<file path="src/rtl/fetch_stall_ctrl_pkg.sv">
// Shared definitions for the fetch stall controller: FSM state encoding,
// the HALT opcode and the default bubble encoding.
package fetch_stall_ctrl_pkg;

  typedef enum logic [1:0] {
    ST_RUN   = 2'd0,
    ST_FLUSH = 2'd1,
    ST_HALT  = 2'd2
  } fetch_state_t;

  localparam logic [4:0]  HALT_OPCODE = 5'b00000;
  localparam logic [15:0] DEFAULT_NOP = 16'h0800;

endpackage

</file>
<file path="src/rtl/fetch_pc_reg.sv">
// Fetch program counter register. A redirect load takes precedence over the
// hold enable; otherwise the PC advances by 2 each cycle, wrapping modulo 2^16.
module fetch_pc_reg #(
  parameter logic [15:0] RESET_PC = 16'h0000
) (
  input  logic        clk,
  input  logic        rst_n,
  input  logic        hold,
  input  logic        load_redirect,
  input  logic [15:0] redirect_pc,
  output logic [15:0] pc
);

  // PC update: redirect target, hold, or sequential advance
  always_ff @(posedge clk or negedge rst_n) begin
    if (!rst_n)
      pc <= RESET_PC;
    else if (load_redirect)
      pc <= redirect_pc;
    else if (!hold)
      pc <= pc + 16'd2;
  end

endmodule

</file>
<file path="src/rtl/fetch_stall_ctrl.sv">
// Fetch-stage stall controller: owns the PC and the IF/ID latch, applies
// redirects, hazard stalls/bubbles and HALT freezing with fixed priority.
// Optional stall-cycle counter enabled by defining FETCH_STALL_CNT_EN.
module fetch_stall_ctrl
  import fetch_stall_ctrl_pkg::*;
#(
  parameter logic [15:0] RESET_PC     = 16'h0000,
  parameter logic [15:0] NOP_INSTR    = DEFAULT_NOP,
  parameter int unsigned FLUSH_CYCLES = 1
) (
  input  logic        clk,
  input  logic        rst_n,
  input  logic [15:0] ImemInstr,
  input  logic        ImemValid,
  input  logic        HazNop,
  input  logic        HazPcStall,
  input  logic        Redirect,
  input  logic [15:0] RedirectPc,
  output logic [15:0] Pc,
  output logic [15:0] IfIdInstr,
  output logic [15:0] IfIdPcPlus2,
  output logic        IfIdValid,
  output logic        Halted,
  output logic [15:0] StallCount
);

  localparam logic [2:0] FLUSH_INIT = 3'(FLUSH_CYCLES - 1);

  fetch_state_t state, next_state;
  logic [2:0]   flush_cnt, next_cnt;
  logic         pc_hold;
  logic         pc_redirect;
  logic         ifid_load;
  logic         ifid_bubble;

  fetch_pc_reg #(
    .RESET_PC(RESET_PC)
  ) u_pc_reg (
    .clk          (clk),
    .rst_n        (rst_n),
    .hold         (pc_hold),
    .load_redirect(pc_redirect),
    .redirect_pc  (RedirectPc),
    .pc           (Pc)
  );

  // State and flush counter register
  always_ff @(posedge clk or negedge rst_n) begin
    if (!rst_n) begin
      state     <= ST_RUN;
      flush_cnt <= 3'd0;
    end else begin
      state     <= next_state;
      flush_cnt <= next_cnt;
    end
  end

  // Next-state and fetch control; a redirect wins in every state
  always_comb begin
    next_state  = state;
    next_cnt    = flush_cnt;
    pc_hold     = 1'b1;
    pc_redirect = 1'b0;
    ifid_load   = 1'b0;
    ifid_bubble = 1'b0;
    if (Redirect) begin
      pc_redirect = 1'b1;
      ifid_bubble = 1'b1;
      if (FLUSH_CYCLES > 1) begin
        next_state = ST_FLUSH;
        next_cnt   = FLUSH_INIT;
      end else begin
        next_state = ST_RUN;
        next_cnt   = 3'd0;
      end
    end else begin
      case (state)
        ST_RUN: begin
          if (HazPcStall) begin
            ifid_bubble = HazNop;
          end else if (HazNop) begin
            ifid_bubble = 1'b1;
            pc_hold     = 1'b0;
          end else if (!ImemValid) begin
            ifid_bubble = 1'b1;
          end else begin
            ifid_load = 1'b1;
            pc_hold   = 1'b0;
            if (ImemInstr[15:11] == HALT_OPCODE)
              next_state = ST_HALT;
          end
        end
        ST_FLUSH: begin
          ifid_bubble = 1'b1;
          next_cnt    = flush_cnt - 3'd1;
          if (flush_cnt <= 3'd1) begin
            next_cnt   = 3'd0;
            next_state = ST_RUN;
          end
        end
        ST_HALT: begin
          ifid_bubble = 1'b1;
        end
        default: begin
          next_state = ST_RUN;
          next_cnt   = 3'd0;
        end
      endcase
    end
  end

  // IF/ID latch: load a fetched instruction, inject a bubble, or hold
  always_ff @(posedge clk or negedge rst_n) begin
    if (!rst_n) begin
      IfIdInstr   <= NOP_INSTR;
      IfIdPcPlus2 <= 16'h0000;
      IfIdValid   <= 1'b0;
    end else if (ifid_load) begin
      IfIdInstr   <= ImemInstr;
      IfIdPcPlus2 <= Pc + 16'd2;
      IfIdValid   <= 1'b1;
    end else if (ifid_bubble) begin
      IfIdInstr   <= NOP_INSTR;
      IfIdValid   <= 1'b0;
    end
  end

  assign Halted = (state == ST_HALT);

`ifdef FETCH_STALL_CNT_EN
  logic [15:0] stall_cnt;
  logic        stall_event;

  assign stall_event = (state == ST_RUN) && HazPcStall && !Redirect;

  // Saturating count of RUN-state PC stall cycles
  always_ff @(posedge clk or negedge rst_n) begin
    if (!rst_n)
      stall_cnt <= 16'h0000;
    else if (stall_event && (stall_cnt != 16'hFFFF))
      stall_cnt <= stall_cnt + 16'd1;
  end

  assign StallCount = stall_cnt;
`else
  assign StallCount = 16'h0000;
`endif

endmodule

</file>
<file path="config.mk">
export PLATFORM = sky130hd
export DESIGN_NAME = fetch_stall_ctrl
export DESIGN_NICKNAME = d
export VERILOG_FILES = /design/src/rtl/fetch_stall_ctrl_pkg.sv /design/src/rtl/fetch_pc_reg.sv /design/src/rtl/fetch_stall_ctrl.sv
export SDC_FILE = /design/constraint.sdc
export NUM_CORES = 1
export LEC_CHECK = 0
export CAP_MARGIN = 40
export CORE_UTILIZATION = 30
export CTS_CLUSTER_DIAMETER = 200
export DETAILED_ROUTE_END_ITERATION = 6
export SLEW_MARGIN = 40
export SYNTH_ARGS = -nofsm -noshare
export SYNTH_HDL_FRONTEND = slang
export SYNTH_SLANG_ARGS = --single-unit
</file>
<file path="constraint.sdc">
create_clock -name clk -period 1.5 [get_ports clk]
set_input_delay 0.225 -clock clk [delete_from_list [all_inputs] [get_ports clk]]
set_output_delay 0.225 -clock clk [all_outputs]
set_load 0.03 [all_outputs]
</file>
==> summary.md <==
| Metric | Value |
|---|---|
| Run status | finished, final reports clean |
| Type of origin of the critical path | flop |
| CP Capture Type | flop |
| Total number of vias | 2,061 |
| Leak | 1.784 nW |
| Vias per cell | 4.480 |
| First-pass GRT wire length | 10.19 mm |
| Nets@finish | 396 |
| Drt pass-1 iters | 4 |
| Max-Cap Viols | 0 |
| Area growth, synth to finish | 55.55% |
| Post-DP HPWL | 4.688 mm |
| Yosys warns | 0 |
| Non-filler cells, final | 460 |
| Top FF cell, synth | dfrtp_1 |
| Drc violations | 0 |
| Core Box Area | 7807 sq um |
| Pwr/cell area | 949.7 nW/um^2 |
| # fillers | 759 |
| WP buf/inv | 0 |
| Die Height | 92.09 um |
| Register area | 1266 sq um |
| Die Area | 8481 sq um |
| Largest stage delay, worst path | 0.42 ns |
| Slowest-stage cell, CP | dfrtp_2 |
| Io pins | 104 |
| Number of global-route vias before repair | 2,042 |
| Num CTS Buffers | 5 |
| Initial antenna violation count | 0 |
| Final WL | 6.408 mm |
| Critical path depth in cells | 5 |
| Instance count of the mapped netlist | 246 |
| Crit path capture | u_pc_reg.pc[10] |
| GR Util All Layers | 0.1544 |
| 1st-iter DRT viols | 143 |
| Total global routing overflow | 0 |
| Setup crit start | u_pc_reg.pc[2] |
| H-tree Lvls | 2 |
| Routed WL per cell | 13.93 um |
| Kind of critical path | reg -> reg |
| Hold Path Class | reg -> reg |
| Port Buffer Count | 87 |
| Fin util | 0.4851 |
| Root buf cell | clkbuf_8 |
| Area of the multi-input gates | 1157 sq um |
| Top delay family on crit path | simple AND/OR/NAND/NOR gates |
| Worst EP required | 1.68 ns |
| Fmax | 673.6 MHz |
| Fin crit share | 0.9898 |
| Clk_lat worst skew | 0.30 ns |
| Initial Util | 0.3119 |
| CP Cell Sequence | nand2_2 > nor4b_4 > nor3b_2 > xnor2_1 > o21ai_1 |
| Critical Path AT | 1.67 ns |
| Clock transition at path regs | 0.09 ns |
| Hold Vio Cnt, Final | 0 |
| CP max FO | 4 |
| Final Critical Period | 1.485 ns |
| Row count | 32 |
| EDFF count, synth | 0 |
| Count of pins over their slew limit | 0 |
| Post-Synthesis Cell Area | 2435 sq um |
| Worst reg2reg endpoint | u_pc_reg.pc[10] |
| Area leader, netlist | dfrtp_1 |
| Clock Path Buffers | 2 |
| Cells after DPL | 441 |
| Largest net degree at the start of global routing | 51 |
| FF-to-FF Start | u_pc_reg.pc[2] |
| R2R depth | 5 |
| Area share of the largest cell type after synthesis | 0.5036 |
| Register area share after synthesis | 0.5144 |
| Clock sink total | 50 |
| Endpoints failing setup | 0 |
| GPL Wtd Cong | 0.7787 |
| Synth area leaders | dfrtp_1, nand2_1, o21ai_0 |
| RSZ-0062 raised after global routing | true |
| Avg Cell Area, Syn | 9.898 sq um |
| Max IR drop VDD | 0.0003236 V |
| Chip width | 92.09 um |
| Fraction of final layout cells sized beyond drive strength 1 | 0.2039 |
| Pwr Total | 3.597 mW |
| Register bit total from synthesis | 50 |
| Post-synth ARST share | 1.000 |
| CTS tree | built |
| Reg2reg setup slack | 0.02 ns |
| Setup Skew | 0.003957 ns |
| Post-route antenna net violation count | 0 |
| Antenna Cells | 0 |
| Synth cell types | 30 |
==> per-stage QoR <==
stage / cell area (sq um) / hold slack [ns] / setup WS (ns) / TNS, ns
3_5_place_dp: 3612 / 0.2379 / -0.2900 / -4.807
6_report: 3787 / 0.4623 / 0.01533 / 0
5_1_grt: 3787 / 0.4865 / -0.08680 / -0.3393
2_1_floorplan: 2569 / -0.07059 / -0.06588 / -0.09617
3_3_place_gp: 3612 / 0.2365 / -0.2807 / -3.585
4_1_cts: 3666 / 0.4465 / 0.001468 / 0
==> layout make-up <==
class                           instances  area share
Clock inverter                          2    0.003304
Clock buffer                            6     0.02180
Inverter                                2    0.001982
Tap cell                              102     0.03370
Timing Repair Buffer                  119      0.2993
Multi-Input combinational cell        179      0.3056
Sequential cell                        50      0.3343
==> power breakdown <==
group | internal, mW | switching, mW | total (mW)
Combinational | 0.463 | 0.682 | 1.15
Sequential | 1.50 | 0.130 | 1.63
Clock | 0.371 | 0.451 | 0.822
==> cell usage in the layout, fill, tap and decap left out, drive strengths merged, types with 4 or more instances in the layout <==
master,count
o21ai,31
clkdlybuf4s50,36
clkbuf,7
nand2,49
xor2,13
nand3,11
conb,16
buf,33
dfrtp,49
dlygate4sd2,47
a22o,15
nor2,10
xnor2,14
nor4,4
==> synthesized netlist by cell type (2+ instances only) <==
cell type / count
xor2_1: 13
nand3_1: 10
nor2_1: 9
inv_1: 2
and3_1: 3
o21ai_0: 28
a22o_1: 15
buf_4: 16
nor4_1: 4
clkbuf_1: 8
nand2_1: 49
xnor2_1: 14
nor3_1: 2
dfrtp_1: 49
buf_2: 6
o21ai_1: 2
nand4_1: 3
==> sequential cells by signal (all words and copies together) (netlist names) <==
name         flops
IfIdInstr       16
IfIdPcPlus2     16
u_pc_reg.pc     16
IfIdValid        1
state            1
==> what timing repair did <==
item,4_1_cts,5_1_grt
buffers inserted,0,10
endpoints found under the hold margin,49,0
pin swaps,1,8
hold buffers,1,0
resized for setup,51,13
gates cloned,0,0
endpoints found under the setup margin,51,18
==> worst min-delay path by stage <==
stage	from	endpoint	cells after the start
floorplan	rst_n	IfIdInstr[0]	0
global placement	rst_n	u_pc_reg.pc[11]	2
detailed placement	rst_n	u_pc_reg.pc[11]	2
CTS	rst_n	u_pc_reg.pc[14]	3
global route	RedirectPc[2]	u_pc_reg.pc[2]	3
finish	IfIdInstr[11]	IfIdInstr[11]	2
==> worst min-delay path, stage by stage (launching register included) <==
cell and delay, ns:
dfstp_2 0.38, inv_1 0.04, a21oi_1 0.05
==> cell families after synthesis <==
family	share of synthesized area
xor+xnor	0.09712
fa+ha+maj	0.005138
mux	0.008736
buf+inv	0.07709
flops	0.5144
simple gates	0.1747
other cells	0.001540
compound gates	0.1213
==> metal layers <==
layer	track usage	routed length [um]	up-vias	share of wire
met1	0.2030	2906	963	0.45
li1	-	-	1020	-
met2	0.2525	3104	65	0.48
met3	0.02488	242	13	0.038
met5	0	0	-	0
met4	0.06250	155	0	0.024
Note: power is estimated with default switching activity, not from simulation.
